[src/rtl/mips_pkg.sv]
// Shared encodings for the multicycle MIPS control path: FSM states,
// opcode/funct codes, datapath mux selects and the control word.
package mips_pkg;

  typedef enum logic [3:0] {
    S_FETCH    = 4'd0,
    S_DECODE   = 4'd1,
    S_MEMADR   = 4'd2,
    S_MEMREAD  = 4'd3,
    S_MEMWB    = 4'd4,
    S_MEMWRITE = 4'd5,
    S_EXECUTE  = 4'd6,
    S_ALUWB    = 4'd7,
    S_BRANCH   = 4'd8,
    S_ADDIEX   = 4'd9,
    S_ADDIWB   = 4'd10,
    S_JUMP     = 4'd11,
    S_ILLEGAL  = 4'd12
  } state_t;

  localparam logic [5:0] OP_RTYPE = 6'b000000;
  localparam logic [5:0] OP_LW    = 6'b100011;
  localparam logic [5:0] OP_SW    = 6'b101011;
  localparam logic [5:0] OP_BEQ   = 6'b000100;
  localparam logic [5:0] OP_ADDI  = 6'b001000;
  localparam logic [5:0] OP_J     = 6'b000010;

  localparam logic [5:0] FN_ADD = 6'b100000;
  localparam logic [5:0] FN_SUB = 6'b100010;
  localparam logic [5:0] FN_AND = 6'b100100;
  localparam logic [5:0] FN_OR  = 6'b100101;
  localparam logic [5:0] FN_SLT = 6'b101010;

  localparam logic [1:0] ALUOP_ADD   = 2'b00;
  localparam logic [1:0] ALUOP_SUB   = 2'b01;
  localparam logic [1:0] ALUOP_FUNCT = 2'b10;

  localparam logic [1:0] SRCB_REG   = 2'b00;
  localparam logic [1:0] SRCB_FOUR  = 2'b01;
  localparam logic [1:0] SRCB_IMM   = 2'b10;
  localparam logic [1:0] SRCB_IMMSH = 2'b11;

  localparam logic [1:0] PCSRC_ALU    = 2'b00;
  localparam logic [1:0] PCSRC_ALUOUT = 2'b01;
  localparam logic [1:0] PCSRC_JUMP   = 2'b10;

  typedef struct packed {
    logic       iord;
    logic       alusrca;
    logic       irwrite;
    logic       pcwrite;
    logic       memwrite;
    logic       regdst;
    logic       memtoreg;
    logic       regwrite;
    logic       branch;
    logic [1:0] alusrcb;
    logic [1:0] pcsrc;
    logic [1:0] aluop;
    logic       instr_done;
  } ctrl_t;

  function automatic logic funct_ok(input logic [5:0] funct);
    return (funct == FN_ADD) || (funct == FN_SUB) || (funct == FN_AND) ||
           (funct == FN_OR)  || (funct == FN_SLT);
  endfunction

endpackage

[src/rtl/controlunit_outdec.sv]
// Combinational map from FSM state to datapath control word. mem_ready only
// qualifies the FETCH write enables and the MEMWRITE completion pulse.
module controlunit_outdec
  import mips_pkg::*;
(
  input  state_t state,
  input  logic   mem_ready,
  output ctrl_t  ctrl
);

  always_comb begin
    ctrl = '0;
    unique case (state)
      S_FETCH: begin
        ctrl.alusrcb = SRCB_FOUR;
        ctrl.irwrite = mem_ready;
        ctrl.pcwrite = mem_ready;
      end
      S_DECODE:  ctrl.alusrcb = SRCB_IMMSH;
      S_MEMADR: begin
        ctrl.alusrca = 1'b1;
        ctrl.alusrcb = SRCB_IMM;
      end
      S_MEMREAD: ctrl.iord = 1'b1;
      S_MEMWB: begin
        ctrl.memtoreg   = 1'b1;
        ctrl.regwrite   = 1'b1;
        ctrl.instr_done = 1'b1;
      end
      S_MEMWRITE: begin
        ctrl.iord       = 1'b1;
        ctrl.memwrite   = 1'b1;
        ctrl.instr_done = mem_ready;
      end
      S_EXECUTE: begin
        ctrl.alusrca = 1'b1;
        ctrl.aluop   = ALUOP_FUNCT;
      end
      S_ALUWB: begin
        ctrl.regdst     = 1'b1;
        ctrl.regwrite   = 1'b1;
        ctrl.instr_done = 1'b1;
      end
      S_BRANCH: begin
        ctrl.alusrca    = 1'b1;
        ctrl.aluop      = ALUOP_SUB;
        ctrl.pcsrc      = PCSRC_ALUOUT;
        ctrl.branch     = 1'b1;
        ctrl.instr_done = 1'b1;
      end
      S_ADDIEX: begin
        ctrl.alusrca = 1'b1;
        ctrl.alusrcb = SRCB_IMM;
      end
      S_ADDIWB: begin
        ctrl.regwrite   = 1'b1;
        ctrl.instr_done = 1'b1;
      end
      S_JUMP: begin
        ctrl.pcsrc      = PCSRC_JUMP;
        ctrl.pcwrite    = 1'b1;
        ctrl.instr_done = 1'b1;
      end
      default: ctrl = '0;
    endcase
  end

endmodule

[src/rtl/controlunit.sv]
// Multicycle MIPS control FSM with memory wait handshake and sticky
// illegal-instruction flag.
module controlunit
  import mips_pkg::*;
(
  input  logic       clk,
  input  logic       reset,
  input  logic [5:0] OP,
  input  logic [5:0] Funct,
  input  logic       MemReady,
  output logic       IorD,
  output logic       ALUSrcA,
  output logic       IRWrite,
  output logic       PCWrite,
  output logic       MemWrite,
  output logic       RegDst,
  output logic       MemtoReg,
  output logic       RegWrite,
  output logic       Branch,
  output logic [1:0] ALUSrcB,
  output logic [1:0] PCSrc,
  output logic [1:0] ALUOp,
  output logic       InstrDone,
  output logic       Illegal
);

  state_t state, next_state, dec_state;
  logic   illegal_q;
  ctrl_t  ctrl;

  always_comb begin
    next_state = state;
    unique case (state)
      S_FETCH:    next_state = MemReady ? S_DECODE : S_FETCH;
      S_DECODE: begin
        unique case (OP)
          OP_LW, OP_SW: next_state = S_MEMADR;
          OP_RTYPE:     next_state = funct_ok(Funct) ? S_EXECUTE : S_ILLEGAL;
          OP_BEQ:       next_state = S_BRANCH;
          OP_ADDI:      next_state = S_ADDIEX;
          OP_J:         next_state = S_JUMP;
          default:      next_state = S_ILLEGAL;
        endcase
      end
      S_MEMADR:   next_state = (OP == OP_LW) ? S_MEMREAD : S_MEMWRITE;
      S_MEMREAD:  next_state = MemReady ? S_MEMWB : S_MEMREAD;
      S_MEMWRITE: next_state = MemReady ? S_FETCH : S_MEMWRITE;
      S_EXECUTE:  next_state = S_ALUWB;
      S_ADDIEX:   next_state = S_ADDIWB;
      S_ILLEGAL:  next_state = S_ILLEGAL;
      S_MEMWB, S_ALUWB, S_BRANCH, S_ADDIWB, S_JUMP: next_state = S_FETCH;
      default:    next_state = S_FETCH;
    endcase
  end

  always_ff @(posedge clk) begin
    if (reset) begin
      state     <= S_FETCH;
      illegal_q <= 1'b0;
    end else begin
      state <= next_state;
      if (next_state == S_ILLEGAL) illegal_q <= 1'b1;
    end
  end

  // During reset, decode as FETCH with MemReady masked: selects keep their
  // FETCH values and every write enable / done pulse is held low.
  assign dec_state = reset ? S_FETCH : state;

  controlunit_outdec u_outdec (
    .state     (dec_state),
    .mem_ready (MemReady & ~reset),
    .ctrl      (ctrl)
  );

  assign IorD      = ctrl.iord;
  assign ALUSrcA   = ctrl.alusrca;
  assign IRWrite   = ctrl.irwrite;
  assign PCWrite   = ctrl.pcwrite;
  assign MemWrite  = ctrl.memwrite;
  assign RegDst    = ctrl.regdst;
  assign MemtoReg  = ctrl.memtoreg;
  assign RegWrite  = ctrl.regwrite;
  assign Branch    = ctrl.branch;
  assign ALUSrcB   = ctrl.alusrcb;
  assign PCSrc     = ctrl.pcsrc;
  assign ALUOp     = ctrl.aluop;
  assign InstrDone = ctrl.instr_done;
  assign Illegal   = illegal_q;

endmodule

[config.mk]
export PLATFORM = sky130hd
export DESIGN_NAME = controlunit
export DESIGN_NICKNAME = d
export VERILOG_FILES = /design/src/rtl/mips_pkg.sv /design/src/rtl/controlunit_outdec.sv /design/src/rtl/controlunit.sv
export SDC_FILE = /design/constraint.sdc
export NUM_CORES = 1
export LEC_CHECK = 0
export BUFFER_PORTS_ARGS = -buffer_cell sky130_fd_sc_hd__buf_2
export CAP_MARGIN = 20
export CORE_UTILIZATION = 47
export CTS_CLUSTER_DIAMETER = 200
export DETAILED_ROUTE_END_ITERATION = 16
export PLACE_DENSITY = 0.89
export SLEW_MARGIN = 40
export SYNTH_ARGS = -nofsm -noshare
export SYNTH_HDL_FRONTEND = slang
export SYNTH_SLANG_ARGS = --single-unit
[constraint.sdc]
create_clock -name clk -period 2.1 [get_ports clk]
set_input_delay 0.42 -clock clk [delete_from_list [all_inputs] [get_ports clk]]
set_output_delay 0.42 -clock clk [all_outputs]
set_load 0.01 [all_outputs]
==> impl_metrics.tcl, run 1 <==
set metrics [dict create \
    grt_pass1_vias 854 \
    tritoncts "yes" \
    fin_crit_ps 2000 \
    syn_inst 117 \
    clk_pin_slew_ps 40 \
    layout.core_utilization_pct 62.0 \
    place_area_um2 903 \
    hpwl_um 1630 \
    p_int_mw 0.252 \
    slew-limit-headroom_pct 71.5 \
    drtPass1Iterations 4 \
    power_density_nw_per_um2 440 \
    drv_cap 0 \
    syn_nets 132 \
    rows 14 \
    p_leak_nw 0.397 \
    synth_ff_type "dfxtp_1" \
    grt_start_max_net_pins 20 \
    wl_um 2100 \
    worst_slew_pin_slew_ps 427 \
    hold_path.class "flop to flop" \
    antenna_found_initial 0 \
    grt_overflow 0 \
    syn-mean-instance-area_um2 6.54 \
    io-pin-count 32 \
    clock-sinks 5 \
    cts_max_path_buffers 2 \
    yosysWarnings 0 \
    fin_crit_sh_pct 95.3 \
    n_antenna_cell 0 \
    critPathMaxStageDelay_ps 570 \
    coreArea_um2 1510 \
    synth.yosys.seq_area_share_pct 13.1 \
    fillCellCount 148 \
    r2r_slack_ps 430 \
    die_w_um 42.4 \
    cts_made_buffers 3 \
    portBuffers 31 \
    fin_area_um2 935 \
    crit_required_ps 1680 \
    finalWorstSetupSlack_ps 98.6 \
    p_sw_mw 0.159 \
    critical_path.endpoint "PCWrite" \
    path_class "flop to output pin" \
    drc 0 \
    slowest_stage "dfxtp_1" \
    synth_largest_area_cell "dfxtp_1" \
    path_max_fanout 13 \
    grtUsageTotal_pct 24.7 \
    routed-via-count 978 \
    crit-reg2reg-launch "state[3]" \
    synth_cell_types 42 \
    dp_slack_ps 229 \
    post_drt_wl_per_cell_um 13.1 \
    ys_ff_latch 5 \
    via_per_inst 6.11 \
    finalHoldViolations 0 \
    multi_input_area_um2 586 \
    regArea_um2 103 \
    startpoint_type "flop" \
    synth_top_area_share_pct 13.1 \
    r2r_cells 5 \
    ys_top_cells_by_area "dfxtp_1 13%, nor2_1 10%, nor3_1 5.9%" \
    clock_skew_ps 3.79 \
    power_frac_clock_pct 26.4 \
    async_reset_ff_share_pct 0 \
    nets 160 \
    startpoint "state[3]" \
    die_height_um 42.4 \
    drv_slew 0 \
    crit_chain "nor2_1, and4b_1, or2_1, buf_2" \
    drtAntennaViolNets 0 \
    sequentialPowerShare_pct 29.0 \
    globalplace.congestion 0.977 \
    peakVddDrop_uv 294 \
    tns_ps 0 \
    clock_latency_ps 240 \
    endpoint_kind "output pin" \
    area_growth_pct 22.1 \
    status "completed" \
    h-tree-depth 1 \
    critPathArrivalTime_ps 1580 \
    r2r_end "Illegal" \
    start_util_pct 50.8 \
    drt_iter0_drc 39 \
    synth_most_common_cell "nor2_1" \
    grt_setup_unrepaired "no" \
    synth_commonest_cells "21 x nor2_1, 9 x nor3_1, 7 x a21oi_1, 7 x nor4_1" \
    syn-cell-area_um2 766 \
    dieArea_um2 1790 \
    combPwrFrac_pct 44.6 \
    sw_frac_of_total_pct 38.6 \
    finalSetupViolCount 0 \
    max_freq_mhz 500 \
    cts-root-buf "clkbuf_4" \
    synth_edf_count 0 \
    grt_pass1_wl_um 3540 \
    cts_setup_buffers 0 \
    drive_gt1_share_pct 34.7 \
]
## power groups by stage
stage / combinational [mW] / sequential, mW / clock, mW
final: 0.183 / 0.119 / 0.108
after floorplan: 0.135 / 0.108 / 0
after global routing: 0.203 / 0.121 / 0.116
after global placement: 0.176 / 0.119 / 0
after CTS: 0.182 / 0.118 / 0.114
after detailed placement: 0.181 / 0.119 / 0
## worst max-delay path: cells and delay by family (launching register included)
family	cells	cell delay (ps)
buf+inv	1	140
simple gates	3	640
flops	1	570
## area by class of cell
class	instances	share of cell area [%]
multi-input cells	96	62.7
flip-flops and latches	5	11.0
clock buffers	4	2.81
repair buffers	35	19.8
inverters	4	1.61
well taps	16	2.14
## what timing repair did
item / in CTS / in global routing
hold buffers: 0 / 0
setup endpoints to repair: 1 / 3
resized for setup: 1 / 2
hold endpoints to repair: 0 / 0
## kinds of logic (layout without fill, tap and decap cells)
kind of cell | after synthesis | in the layout | share of synthesized area [%]
AOI/OAI and AO/OA | 28 | 28 | 25.8
buffers and inverters | 16 | 43 | 10.8
DFF | 5 | 5 | 13.1
and+or+nand+nor | 65 | 65 | 46.6
xor gates and xnor gates | 2 | 2 | 2.29
muxes | 1 | 1 | 1.47
## flip-flops by register name, indices dropped and copies added (netlist names)
| name | flops |
|---|---|
| Illegal | 1 |
| state | 4 |
## cell usage in the layout (no fill, tap or decap), types with 2 or more instances in the layout
cell,n
buf_4,4
nand3_1,3
a21oi_1,7
o32ai_1,2
buf_2,31
dfxtp_1,3
o211ai_1,2
dfxtp_2,2
nor4_1,7
o21ai_0,6
nor3_1,9
nand2b_1,6
inv_1,3
nand2_1,6
nor2b_1,3
nor2_1,20
clkbuf_4,3
## metal layers
metal / global-route usage (%) / vias to the layer above / share of wire (%)
li1: - / 479 / -
met1: 30.5 / 452 / 41
met2: 43.4 / 41 / 52
met3: 1.72 / 6 / 5.0
met4: 11.3 / 0 / 1.6
met5: 0 / - / 0
## how the worst min path moves through the flow
| stage | from | to | slack [ps] | depth (start not counted) |
|---|---|---|---|---|
| floorplan | Illegal | Illegal | 480 | 2 |
| global placement | Illegal | Illegal | 440 | 2 |
| detailed placement | Illegal | Illegal | 450 | 2 |
| CTS | Illegal | Illegal | 460 | 2 |
| global route | Illegal | Illegal | 500 | 2 |
| finish | Illegal | Illegal | 450 | 2 |
## through the flow
step	hold slack [ps]	power (mW)	std cells
4_1_cts	460	0.414	160
6_report	454	0.411	160
3_3_place_gp	444	0.295	156
3_5_place_dp	446	0.301	156
5_1_grt	498	0.439	160
2_1_floorplan	476	0.243	117
No activity file was read; power rests on OpenSTA's default activity.
==> inputs of run 2 (changes only) <==
- CELL_PAD_IN_SITES_DETAIL_PLACEMENT: unset -> 0
- CELL_PAD_IN_SITES_GLOBAL_PLACEMENT: unset -> 1
- CORE_ASPECT_RATIO: unset -> 0.6
- CORE_UTILIZATION: 47 -> 31
- PLACE_DENSITY: 0.89 -> 0.87
==> run 2 against run 1 <==
First-iteration DRC count down 18%. Register-to-register slack worse by 80 ps. Total power up 18%.
==> impl_metrics.tcl, run 2 (synthesis gave the netlist of run 1 again) <==
set metrics [dict create \
    status "completed" \
    path_max_fanout 12 \
    clock_latency_ps 220 \
    drt-met1-wl_um 1140 \
    cts_made_buffers 3 \
    wl_um 2270 \
    die_height_um 40.5 \
    cts-root-buf "clkbuf_8" \
    maxUsedRoutingLayer "met4" \
    startpoint_type "flop" \
    met2_length_um 954 \
    cts_setup_buffers 0 \
    met3_length_um 157 \
    top_register "state" \
    slowest_stage "dfxtp_1" \
    grt_pass1_vias 750 \
    die_w_um 66.2 \
    hold_path.class "flop to flop" \
    peakVddDrop_uv 167 \
    tritoncts "yes" \
    nets 160 \
    io-pin-count 32 \
    grt_pass1_wl_um 3430 \
    area_growth_pct 26.6 \
    grtUsageTotal_pct 18.1 \
    drtPass1Iterations 4 \
    p_total_mw 0.483 \
    globalplace.congestion 0.864 \
    drc 0 \
    final_cell_mix "31 x buf_2, 20 x nor2_1, 9 x nor3_1" \
    cp_top_family "simple AND/OR/NAND/NOR gates" \
    path_class "flop to output pin" \
    crit_required_ps 1680 \
    drv_slew 0 \
    via_per_inst 5.54 \
    p_leak_nw 0.404 \
    finalHoldViolations 0 \
    drive_gt1_share_pct 34.0 \
    critical_path.n_buffers_inverters 1 \
    dieArea_um2 2680 \
    start_util_pct 34.1 \
    crit_chain "nor2_1, and4b_1, or2_1, buf_2" \
    critPathArrivalTime_ps 1530 \
    max_freq_mhz 513 \
    slew-limit-headroom_pct 73.9 \
    drt_iter0_drc 32 \
    n_antenna_cell 0 \
    fin_crit_sh_pct 92.9 \
    drv_cap 0 \
    largest_reg_flops 4 \
    coreArea_um2 2240 \
    clk_pin_slew_ps 40 \
    portBuffers 31 \
    antenna_found_initial 0 \
    grt_setup_unrepaired "no" \
    fin_crit_ps 1950 \
    cts_max_path_buffers 2 \
    tns_ps 0 \
    grt_start_max_net_pins 19 \
    drtAntennaViolNets 0 \
    finalSetupViolCount 0 \
    clock-sinks 5 \
    h-tree-depth 1 \
    worst_slew_pin_slew_ps 390 \
    clock_skew_ps 1.98 \
    final_common_cell "buf_2" \
    rows 13 \
    finalWorstSetupSlack_ps 150 \
    grt_overflow 0 \
    post_drt_wl_per_cell_um 13.0 \
    power_density_nw_per_um2 498 \
    dp_slack_ps 181 \
    hpwl_um 1710 \
    critPathMaxStageDelay_ps 550 \
    routed-via-count 964 \
    endpoint_kind "output pin" \
]
[run 2: area by class of cell]
class                      instances  area (um^2)
multi-input combinational         96          586
inverter                           4         15.0
clock buffer                       4         45.0
fill                             236         1270
sequential                         5          101
timing repair buffer              35          185
tap                               30         37.5
[run 2: where the power goes]
group | internal (mW) | switching, mW
clock network | 0.130 | 0.0491
logic | 0.0755 | 0.108
registers | 0.103 | 0.0163
[run 2: what timing repair did]
| item | in CTS | in global routing |
|---|---|---|
| gates cloned | 0 | 0 |
| resized for setup | 1 | 1 |
| hold buffers | 0 | 0 |
| setup endpoints to repair | 1 | 1 |
| hold endpoints to repair | 0 | 0 |
[run 2: layer usage]
metal	track usage, %	vias to the layer above
met5	0	-
met2	27.8	30
li1	-	483
met1	24.1	447
met4	6.38	0
met3	5.40	4
[run 2: metrics by stage]
stage                     hold WS (ps)  utilization (%)  instance area, um^2  std cells
after floorplan                    476                -                  766        117
after global placement             444             41.0                  921        170
after detailed placement           454             41.0                  921        170
after CTS                          463             43.1                  967        174
after global routing               506             43.2                  970        174
final                              461             43.2                  970        174
[run 2: worst paths after layout]
path | startpoint | end | slack (ps) | cells past startpoint
worst min register to register | Illegal | Illegal | 460 | 2
worst max-delay path | state[3] | PCWrite | 150 | 4
worst max register to register | state[2] | Illegal | 350 | 6
worst min-delay path | Illegal | Illegal | 460 | 2
[run 2: worst reg2reg max path: cells and delay by family, from the launching register on]
kind | cells | cell delay (ps)
and+or+nand+nor | 3 | 660
AOI/OAI and AO/OA | 2 | 360
DFF | 1 | 410
buffers and inverters | 1 | 190
